### src/rtl/riscv_lsu_ctrl.sv
// Load/store unit controller: accepts one memory instruction at a time from
// the core, stalls the pipeline while the data-memory access is in flight,
// formats store data / byte enables on the way out and load data on the way
// back, and flags misaligned, illegal-size and timed-out accesses.
module riscv_lsu_ctrl #(
  parameter int unsigned TIMEOUT = 16
) (
  input  logic        clk_i,
  input  logic        rst_ni,
  input  logic        core_req_i,
  input  logic        core_we_i,
  input  logic [2:0]  core_size_i,
  input  logic [31:0] core_addr_i,
  input  logic [31:0] core_wd_i,
  output logic [31:0] core_rd_o,
  output logic        core_stall_o,
  output logic        fault_o,
  output logic        mem_req_o,
  output logic        mem_we_o,
  output logic [3:0]  mem_be_o,
  output logic [31:0] mem_addr_o,
  output logic [31:0] mem_wd_o,
  input  logic [31:0] mem_rd_i,
  input  logic        mem_ready_i
);

  typedef enum logic [1:0] {IDLE, BUSY, DONE} state_e;

  localparam logic [2:0] SZ_B  = 3'd0;
  localparam logic [2:0] SZ_H  = 3'd1;
  localparam logic [2:0] SZ_W  = 3'd2;
  localparam logic [2:0] SZ_BU = 3'd4;
  localparam logic [2:0] SZ_HU = 3'd5;

  localparam logic [7:0] CNT_LAST = 8'(TIMEOUT - 1);

  state_e      state_q, state_d;
  logic [7:0]  cnt_q, cnt_d;
  logic        we_q, we_d;
  logic [2:0]  size_q, size_d;
  logic [31:0] addr_q, addr_d;
  logic [31:0] wd_q, wd_d;
  logic [3:0]  be_q, be_d;
  logic [31:0] rd_q, rd_d;
  logic        req_ok;
  logic        fault;

  function automatic logic size_legal(input logic [2:0] size);
    case (size)
      SZ_B, SZ_H, SZ_W, SZ_BU, SZ_HU: return 1'b1;
      default:                        return 1'b0;
    endcase
  endfunction

  // Low two size bits encode access width (0 byte, 1 half, 2 word).
  function automatic logic addr_aligned(input logic [2:0] size, input logic [1:0] off);
    case (size[1:0])
      2'd1:    return ~off[0];
      2'd2:    return (off == 2'b00);
      default: return 1'b1;
    endcase
  endfunction

  function automatic logic [3:0] fmt_be(input logic [2:0] size, input logic [1:0] off);
    case (size[1:0])
      2'd0:    return 4'b0001 << off;
      2'd1:    return off[1] ? 4'b1100 : 4'b0011;
      default: return 4'b1111;
    endcase
  endfunction

  // Replicate narrow store data across the word so every lane carries it.
  function automatic logic [31:0] fmt_wd(input logic [2:0] size, input logic [31:0] wd);
    case (size[1:0])
      2'd0:    return {4{wd[7:0]}};
      2'd1:    return {2{wd[15:0]}};
      default: return wd;
    endcase
  endfunction

  // Extract the addressed lane and sign- or zero-extend it.
  function automatic logic [31:0] fmt_rd(input logic [2:0] size, input logic [1:0] off,
                                         input logic [31:0] rd);
    logic signed [7:0]  b;
    logic signed [15:0] h;
    b = 8'(rd >> {off, 3'b000});
    h = 16'(rd >> {off[1], 4'b0000});
    case (size)
      SZ_B:    return 32'(b);
      SZ_BU:   return {24'd0, b};
      SZ_H:    return 32'(h);
      SZ_HU:   return {16'd0, h};
      default: return rd;
    endcase
  endfunction

  assign req_ok = size_legal(core_size_i) && addr_aligned(core_size_i, core_addr_i[1:0]);

  // Next-state, capture and output decode for the IDLE/BUSY/DONE controller.
  always_comb begin
    state_d      = state_q;
    cnt_d        = cnt_q;
    we_d         = we_q;
    size_d       = size_q;
    addr_d       = addr_q;
    wd_d         = wd_q;
    be_d         = be_q;
    rd_d         = rd_q;
    core_stall_o = 1'b0;
    fault        = 1'b0;
    mem_req_o    = 1'b0;
    mem_we_o     = 1'b0;
    mem_be_o     = 4'b0000;
    case (state_q)
      IDLE: begin
        if (core_req_i) begin
          if (req_ok) begin
            we_d         = core_we_i;
            size_d       = core_size_i;
            addr_d       = core_addr_i;
            wd_d         = fmt_wd(core_size_i, core_wd_i);
            be_d         = fmt_be(core_size_i, core_addr_i[1:0]);
            cnt_d        = 8'd0;
            core_stall_o = 1'b1;
            state_d      = BUSY;
          end else begin
            fault = 1'b1;
          end
        end
      end
      BUSY: begin
        mem_req_o    = 1'b1;
        mem_we_o     = we_q;
        mem_be_o     = be_q;
        core_stall_o = 1'b1;
        if (mem_ready_i) begin
          if (!we_q) rd_d = fmt_rd(size_q, addr_q[1:0], mem_rd_i);
          cnt_d   = 8'd0;
          state_d = DONE;
        end else if (cnt_q == CNT_LAST) begin
          fault   = 1'b1;
          cnt_d   = 8'd0;
          state_d = DONE;
        end else begin
          cnt_d = cnt_q + 8'd1;
        end
      end
      DONE:    state_d = IDLE;
      default: state_d = IDLE;
    endcase
  end

  assign mem_addr_o = addr_q;
  assign mem_wd_o   = wd_q;
  assign core_rd_o  = rd_q;
  // Fault is held low while reset is asserted, even if the core presents a bad request.
  assign fault_o    = fault & rst_ni;

  // State, wait counter, captured request and load result registers.
  always_ff @(posedge clk_i or negedge rst_ni) begin
    if (!rst_ni) begin
      state_q <= IDLE;
      cnt_q   <= 8'd0;
      we_q    <= 1'b0;
      size_q  <= 3'd0;
      addr_q  <= 32'd0;
      wd_q    <= 32'd0;
      be_q    <= 4'd0;
      rd_q    <= 32'd0;
    end else begin
      state_q <= state_d;
      cnt_q   <= cnt_d;
      we_q    <= we_d;
      size_q  <= size_d;
      addr_q  <= addr_d;
      wd_q    <= wd_d;
      be_q    <= be_d;
      rd_q    <= rd_d;
    end
  end

endmodule

### config.mk
export PLATFORM = sky130hd
export DESIGN_NAME = riscv_lsu_ctrl
export DESIGN_NICKNAME = d
export VERILOG_FILES = /design/src/rtl/riscv_lsu_ctrl.sv
export SDC_FILE = /design/constraint.sdc
export NUM_CORES = 1
export LEC_CHECK = 0
export BUFFER_PORTS_ARGS = -buffer_cell sky130_fd_sc_hd__buf_2
export CAP_MARGIN = 5
export CORE_MARGIN = 2
export CORE_UTILIZATION = 54
export CTS_CLUSTER_DIAMETER = 150
export DETAILED_ROUTE_END_ITERATION = 6
export PLACE_DENSITY_LB_ADDON = 0.08
export SETUP_SLACK_MARGIN = 0.2
export SYNTH_ARGS = -nofsm -noshare
export SYNTH_HDL_FRONTEND = slang
export SYNTH_SLANG_ARGS = --single-unit
### constraint.sdc
create_clock -name clk_i -period 3.41 [get_ports clk_i]
set_input_delay 0.1705 -clock clk_i [delete_from_list [all_inputs] [get_ports clk_i]]
set_output_delay 0.1705 -clock clk_i [all_outputs]
set_load 0.01 [all_outputs]
==> results of run 1 <==
power by group through the flow:
stage / registers [mW] / clock network [mW] / logic [mW]
after floorplan: 2.52 / 0 / 0.925
after global placement: 2.34 / 0 / 1.93
after detailed placement: 2.37 / 0 / 1.98
after CTS: 2.35 / 1.83 / 2.06
after global routing: 2.45 / 1.90 / 2.27
final: 2.37 / 1.82 / 2.09
kinds of logic (layout without fill, tap and decap cells):
kind of cell | after synthesis | in the layout | synth area share
multiplexers | 89 | 89 | 0.175
AND/OR/NAND/NOR | 168 | 168 | 0.143
flip-flops | 114 | 114 | 0.501
XOR/XNOR | 2 | 2 | 0.00308
adder cells (fa/ha/maj) | 5 | 5 | 0.0110
buffers and inverters | 54 | 341 | 0.0532
AO/OA/AOI/OAI | 95 | 95 | 0.113
path summary, 6_finish.rpt:
path                            cells past startpoint  slack (ns)             to            from
worst max register to register                      3        1.13  core_rd_o[18]   mem_addr_o[1]
min in group asynchronous                           2        0.23  core_rd_o[11]          rst_ni
max in group asynchronous                           3        2.09  mem_addr_o[5]          rst_ni
worst min register to register                      1        0.49        be_q[1]         be_q[1]
worst min-delay path                                3        0.01   mem_wd_o[18]   core_wd_i[18]
worst max-delay path                                8        0.52   core_stall_o  core_size_i[1]
layout by cell type, fill, tap and decap left out, types with 15 or more instances in the layout:
master and count:
dlygate4sd3_1 75, nand3_1 36, nor2_1 33, dfrtp_1 114, buf_2 206, o21ai_0 19
mux2i_1 15, mux2_1 66, nand2_1 51, clkbuf_16 16, inv_1 18
worst max-delay path, stage by stage:
cell           delay, ns
dlygate4sd3_1       0.56
buf_2               0.15
inv_1               0.09
ha_1                0.55
or2_1               0.20
o221ai_2            0.13
o21ai_1             0.61
buf_2               0.25
layer usage:
metal | global-route usage | vias to the layer above
met4 | 0.141 | 0
met1 | 0.359 | 2505
met5 | 0 | -
met3 | 0.0742 | 43
li1 | - | 2402
met2 | 0.523 | 250
synth_stat cells (3+ instances only):
| cell type | instances | share of area |
|---|---|---|
| and2_1 | 5 | 0.0055 |
| nor2b_1 | 10 | 0.011 |
| buf_2 | 7 | 0.0062 |
| o21ai_1 | 10 | 0.0088 |
| nand2_1 | 51 | 0.034 |
| dfrtp_1 | 114 | 0.50 |
| nand2b_1 | 11 | 0.012 |
| o21ai_0 | 19 | 0.017 |
| a21boi_0 | 7 | 0.0092 |
| a31oi_1 | 3 | 0.0033 |
| o22ai_1 | 4 | 0.0044 |
| o31ai_1 | 8 | 0.011 |
| a211oi_1 | 8 | 0.011 |
| buf_8 | 6 | 0.016 |
| a21oi_1 | 9 | 0.0079 |
| nor3b_1 | 10 | 0.013 |
| mux2i_1 | 15 | 0.026 |
| nor2_1 | 33 | 0.022 |
| ha_1 | 5 | 0.011 |
| a22o_1 | 8 | 0.012 |
| mux2_1 | 66 | 0.13 |
| clkbuf_1 | 20 | 0.013 |
| inv_1 | 18 | 0.012 |
| a21o_1 | 9 | 0.012 |
| nand3_1 | 36 | 0.032 |
| mux2_2 | 7 | 0.014 |
layout make-up:
class,count,area (µm²),share of cell area
tap,136,170,0.0210
timing repair buffer,290,1860,0.230
clock inverter,14,179,0.0221
sequential,114,2850,0.352
inverter,19,71.3,0.00879
clock buffer,18,428,0.0528
multi-input combinational,359,2550,0.314
state kept, by name (all words and copies together), names as in the netlist:
signal and count:
core_rd_o 32, we_q 1, be_q 4, mem_addr_o 32, state_q 2, cnt_q 8, mem_wd_o 32, size_q 3
per-stage QoR:
stage	total power [mW]	util	setup WS [ns]	hold WS, ns
after CTS	6.24	0.789	0.555	0.00310
after global routing	6.61	0.789	0.363	0.0116
after detailed placement	4.35	0.657	0.827	0.252
after global placement	4.27	0.657	0.914	0.247
after floorplan	3.44	-	1.56	-0.125
final	6.28	0.789	0.521	0.0142
==> qor.yml, run 1 <==
outcome: "complete, no violations"
critPathKind: "in2out"
via_per_inst: 5.47
antenna_found_initial: 0
clock_sinks: 114
cts_resized: 0
io_buffers: 207
drive_above_1_share: 0.326
p_int_mw: 4.07
grt_pass1_wl_um: 26800
postCtsHoldBufs: 75
irDropWorstVdd_uv: 458
ant_nets: 0
gp_routability_congestion: 0.851
met1_length_um: 6420
ys_warn_count: 0
async_flop_share: 1.00
relSlewSlack: 0.439
vias: 5200
swShare: 0.352
drv_cap: 0
area_growth_pct: 42.5
clock_power_share: 0.289
worst_pin_slew_ns: 0.842
die_w_um: 107
cts.htree.levels: 4
p_comb_frac: 0.333
drt_iter0_markers: 283
grt_pass1_vias: 5295
clock_skew_ns: 0.00877
cts_setup_buffers: 0
cts_buffers: 17
fin_crit_ns: 2.89
cts_tree: "yes"
nFillCells: 682
design_area_um2: 8110
fin_crit_sh: 0.847
synth_nets: 636
highest_layer: "met4"
tns_ns: 0
clk_latency_ns: 0.52
ys_ff_latch: 114
dpl.hpwl_um: 10500
synth_cell_types: 49
hold_class: "in2reg"
start_kind: "input port"
met2WireLength_um: 8780
power.switching_mw: 2.21
top_level_ports: 208
track_usage: 0.304
drt_pass1_iterations: 5
fmax_ghz: 0.346
drcViolationCount: 0
initial_utilization: 0.554
rows: 37
setup_viol: 0
die_area_um2: 11400
die_h_um: 107
netlist_instances: 527
seq_area_frac_synth: 0.501
hold_viol: 0
syn_avg_cell_area_um2: 10.8
coreArea_um2: 10300
synth_ff_type: "dfrtp_1"
p_leak_nw: 4.03
fin_cells: 950
dpl-instance-area_um2: 6750
grt_start_max_net_pins: 53
clk_pin_slew_ns: 0.06
end_kind: "output port"
crit_required_ns: 3.24
fin_nets: 910
syn-cell-area_um2: 5690
cp_max_fo: 19
critical_path_arrival_ns: 2.72
cts-root-buf: "clkbuf_8"
pwr_density_cell_nw_per_um2: 775
final_max_slew_viol_count: 0
place_inst: 843
clock_path_buffers: 2
synth-edff-count: 0
diodes: 0
p_seq_frac: 0.378
rsz0062_at_grt: "no"
wl_per_cell_um: 17.9
wl_met3_um: 1240
wirelength_um: 17000
grt.overflow.total: 0
No activity file was read; power rests on OpenSTA's default activity.
==> inputs of run 2 (changes only) <==
Settings changed: CORE_UTILIZATION 54 to 45.
Clock period 3.41 ns to 2.55 ns, I/O delays scaled along.
==> run 2 against run 1 <==
Net effect: cell area is 0.59% lower; utilization is 14 points lower; first-iteration DRC count is 12% lower; register-to-register slack worse by 0.52 ns; global-route usage is 7.0 points lower; critical endpoint is now fault_o; largest cell class unchanged; highest routed layer unchanged.
==> qor.yml, run 2 (same netlist as run 1, synthesis figures left out) <==
fin_crit_sh: 0.842
fin_nets: 898
irDropWorstVdd_uv: 522
drt_iter0_markers: 249
top_level_ports: 208
seqCellArea_um2: 2850
initial_utilization: 0.456
die_w_um: 116
drive_above_1_share: 0.333
hold_viol: 0
clock_sinks: 114
dpl.hpwl_um: 10600
area_growth_pct: 41.7
r2r-end: "core_rd_o[17]"
via_per_inst: 5.14
coreArea_um2: 12500
cts.htree.levels: 4
start_kind: "input port"
pwr_density_cell_nw_per_um2: 1040
tns_ns: 0
crit_required_ns: 2.42
wl_per_cell_um: 16.0
wirelength_um: 15600
grt.overflow.total: 0
p_seq_frac: 0.365
critical_path_arrival_ns: 2.02
dpl-instance-area_um2: 6840
grt_pass1_wl_um: 24400
rsz0062_at_grt: "no"
hold_class: "in2reg"
crit_end: "fault_o"
clk_pin_slew_ns: 0.05
p_comb_frac: 0.336
clock_skew_ns: 0.00707
clk_latency_ns: 0.41
final_common_cell: "buf_2"
io_buffers: 207
cp_max_fo: 3
worstRegToRegCells: 3
vias: 4997
final_util: 0.647
diodes: 0
final_max_slew_viol_count: 0
track_usage: 0.234
relSlewSlack: 0.512
worst_pin_slew_ns: 0.729
p_int_mw: 5.63
final_cell_mix: "buf_2 (206), dfrtp_1 (114), mux2_1 (66), dlygate4sd3_1 (59), nand2_1 (51)"
regToRegStartpoint: "mem_addr_o[1]"
p_leak_nw: 4.00
fin_cells: 973
power_mw: 8.41
drv_cap: 0
setup_viol: 0
clock_power_share: 0.299
multi_input_comb_area_um2: 2550
fin_crit_ns: 2.15
swShare: 0.330
nFillCells: 1055
drt_pass1_iterations: 4
gp_routability_congestion: 0.826
rrSetupSlack_ns: 0.61
cts_buffers: 17
clock_path_buffers: 2
cts-root-buf: "clkbuf_16"
grt_start_max_net_pins: 115
fmax_ghz: 0.466
ant_nets: 0
rows: 41
antenna_found_initial: 0
die_h_um: 116
drcViolationCount: 0
worstSetupStartpoint: "core_size_i[1]"
end_kind: "output port"
cts_tree: "yes"
power.switching_mw: 2.78
critPathKind: "in2out"
design_area_um2: 8060
outcome: "complete, no violations"
grt_pass1_vias: 4990
die_area_um2: 13600
place_inst: 883
==> run 2: cell types whose count changed in the layout (fill, tap and decap cells not counted) <==
| cell | change |
|---|---|
| clkinv_2 | +1 |
| bufinv_16 | +1 |
| clkinvlp_4 | -1 |
| inv_6 | -3 |
| buf_4 | +3 |
| dlygate4sd3_1 | -16 |
| buf_12 | +1 |
| o21ai_1 | -1 |
| clkbuf_1 | +2 |
| clkbuf_8 | +1 |
| clkbuf_16 | +1 |
| o21ai_2 | +1 |
| clkinv_4 | -3 |
==> run 2: stage by stage <==
stage | hold WS (ns) | setup WS, ns
after floorplan | -0.168 | 0.744
after global placement | 0.283 | 0.604
after detailed placement | 0.279 | 0.548
after CTS | 0.00132 | 0.216
after global routing | 0.0174 | 0.294
final | 0.0146 | 0.403
==> run 2: final cells by class <==
cell class | count | share of cell area
Inverter | 19 | 0.00885
Clock inverter | 9 | 0.0191
Tap cell | 172 | 0.0267
Clock buffer | 22 | 0.0588
Multi-Input combinational cell | 359 | 0.316
Timing Repair Buffer | 278 | 0.216
Sequential cell | 114 | 0.354
==> run 2: power by group through the flow <==
stage                     sequential (mW)  clock [mW]  combinational, mW
after floorplan                      3.37           0               1.24
after global placement               3.06           0               2.70
after detailed placement             3.09           0               2.76
after CTS                            3.07        2.56               2.85
after global routing                 3.17        2.64               3.12
final                                3.07        2.51               2.83
==> run 2: critical path, stage by stage <==
cell           delay [ns]
dlygate4sd3_1        0.52
buf_2                0.12
inv_1                0.07
ha_1                 0.20
or2_1                0.24
o221ai_2             0.26
a32oi_1              0.12
nor3b_1              0.20
buf_2                0.16
==> run 2: worst min-delay path by stage <==
stage / startpoint / end / slack, ns / cells after the start
floorplan: rst_ni / be_q[0] / -0.17 / 0
global placement: rst_ni / state_q[1] / 0.28 / 2
detailed placement: rst_ni / state_q[1] / 0.28 / 2
CTS: mem_rd_i[3] / core_rd_o[3] / 0.001 / 3
global route: core_addr_i[1] / mem_addr_o[1] / 0.02 / 2
finish: core_addr_i[0] / mem_addr_o[0] / 0.01 / 2
==> run 2: layer usage <==
layer | up-vias | GRT usage | routed length (µm)
met5 | - | 0 | 0
li1 | 2375 | - | -
met3 | 36 | 0.0690 | 1010
met2 | 177 | 0.385 | 7560
met4 | 0 | 0.102 | 396
met1 | 2409 | 0.287 | 6590
==> run 2: timing repair <==
item / in CTS / in global routing
endpoints found under the setup margin: 0 / 1
hold buffers: 59 / 0
buffers inserted: 0 / 0
resized for setup: 0 / 1
hold endpoints to repair: 172 / 0
==> inputs of run 3 (changes only) <==
Settings changed: CORE_UTILIZATION 45 to 50.
Clock period 2.55 ns to 2.03 ns, I/O delays scaled along.
==> run 3 against run 2 <==
Net effect: total power up 21%; wire length up 4.1%; clock skew up 0.00082 ns; worst hold slack better by 0.0015 ns; sequential share of layout area down 0.093 points; critical path depth down 4; sequential power up 26%; non-clock buffer count up 14; critical endpoint unchanged; largest cell class unchanged; highest routed layer unchanged.
==> qor.yml, run 3 (same netlist as run 1, synthesis figures left out) <==
critical_path_arrival_ns: 1.73
dpl.hpwl_um: 10900
setup_viol: 0
worst_pin_slew_ns: 0.771
grt_start_max_net_pins: 83
end_kind: "output port"
cts_buffers: 17
drt_pass1_iterations: 5
multi_input_comb_area_um2: 2580
cts_tree: "yes"
antenna_found_initial: 0
crit_required_ns: 1.93
coreArea_um2: 11000
seqCellArea_um2: 2850
drv_cap: 0
min_path_cells: 3
clk_latency_ns: 0.41
grt.overflow.total: 0
clock_sinks: 114
grt_pass1_wl_um: 26700
pwr_density_cell_nw_per_um2: 1260
critPathKind: "reg2out"
cts.htree.levels: 4
via_per_inst: 5.36
design_area_um2: 8080
start_kind: "register"
clk_pin_slew_ns: 0.05
track_usage: 0.271
die_area_um2: 12200
io_buffers: 207
fin_nets: 912
fin_crit_sh: 0.903
gp_routability_congestion: 0.834
ant_nets: 0
fin_crit_ns: 1.83
rows: 38
irDropWorstVdd_uv: 863
final_cell_mix: "buf_2 (206), dfrtp_1 (114), mux2_1 (66), dlygate4sd3_1 (66), nand2_1 (51)"
wl_per_cell_um: 17.0
outcome: "complete, no violations"
vias: 5109
hold_class: "in2reg"
initial_utilization: 0.518
diodes: 0
nFillCells: 790
dpl-instance-area_um2: 6860
area_growth_pct: 42.1
worstRegToRegCells: 5
grt_pass1_vias: 5338
tns_ns: 0
final_max_slew_viol_count: 0
drt_iter0_markers: 312
final_common_cell: "buf_2"
drive_above_1_share: 0.338
top_level_ports: 208
cts-root-buf: "clkbuf_16"
drcViolationCount: 0
rsz0062_at_grt: "yes"
clock_path_buffers: 2
hold_viol: 0
cp_max_fo: 6
fmax_ghz: 0.546
relSlewSlack: 0.485
die_w_um: 111
clock_skew_ns: 0.00788
die_h_um: 111
p_leak_nw: 4.04
wirelength_um: 16200
run 3: final cells by class:
cell class,instances,share of cell area
clock buffers,23,0.0579
inverters,19,0.00882
flip-flops and latches,114,0.353
clock inverters,7,0.00743
multi-input cells,359,0.319
well taps,140,0.0217
repair buffers,292,0.233
run 3: per-stage QoR:
stage	setup WS, ns	instances	hold WS, ns	util	power [mW]
final	0.197	954	0.0160	0.736	10.2
after detailed placement	0.0286	858	0.0879	0.625	7.39
after global routing	0.129	954	0.0287	0.736	10.8
after CTS	0.152	954	0.00634	0.734	10.2
after global placement	0.120	858	0.0782	0.625	7.26
after floorplan	0.250	527	-0.194	-	5.78
run 3: where the power goes:
group	switching, mW	total (mW)	internal, mW	leakage [nW]
sequential	0.604	3.87	3.27	1.39
clock	0.976	2.69	1.71	0.266
combinational	1.91	3.61	1.70	2.38
total	3.49	10.2	6.69	4.04
run 3: repair_timing:
item                                    in CTS  in global routing
pin swaps                                    0                  0
endpoints found under the hold margin       97                  0
gates resized for setup                      3                  4
endpoints found under the setup margin       2                  2
hold buffers                                66                  0
cloned                                       0                  0
buffers inserted                             0                  0
run 3: critical path: stages (launching register included):
cell,delay (ns)
dfrtp_1,0.40
ha_1,0.20
and3_2,0.24
a32oi_1,0.12
nor3b_1,0.20
buf_2,0.16
run 3: path summary, 6_finish.rpt:
check / from / endpoint / slack [ns]
worst max-delay path: cnt_q[0] / fault_o / 0.20
worst min-delay path: mem_rd_i[4] / core_rd_o[4] / 0.02
worst max register to register: state_q[1] / mem_wd_o[1] / 0.32
worst min register to register: mem_addr_o[30] / mem_addr_o[30] / 0.48
max in group asynchronous: rst_ni / mem_wd_o[19] / 0.97
min in group asynchronous: rst_ni / state_q[1] / 0.26
run 3: per-layer routing:
metal	part of all wire	GRT usage
met1	0.42	0.334
met2	0.50	0.456
met4	0.020	0.105
met5	0	0
met3	0.066	0.0716
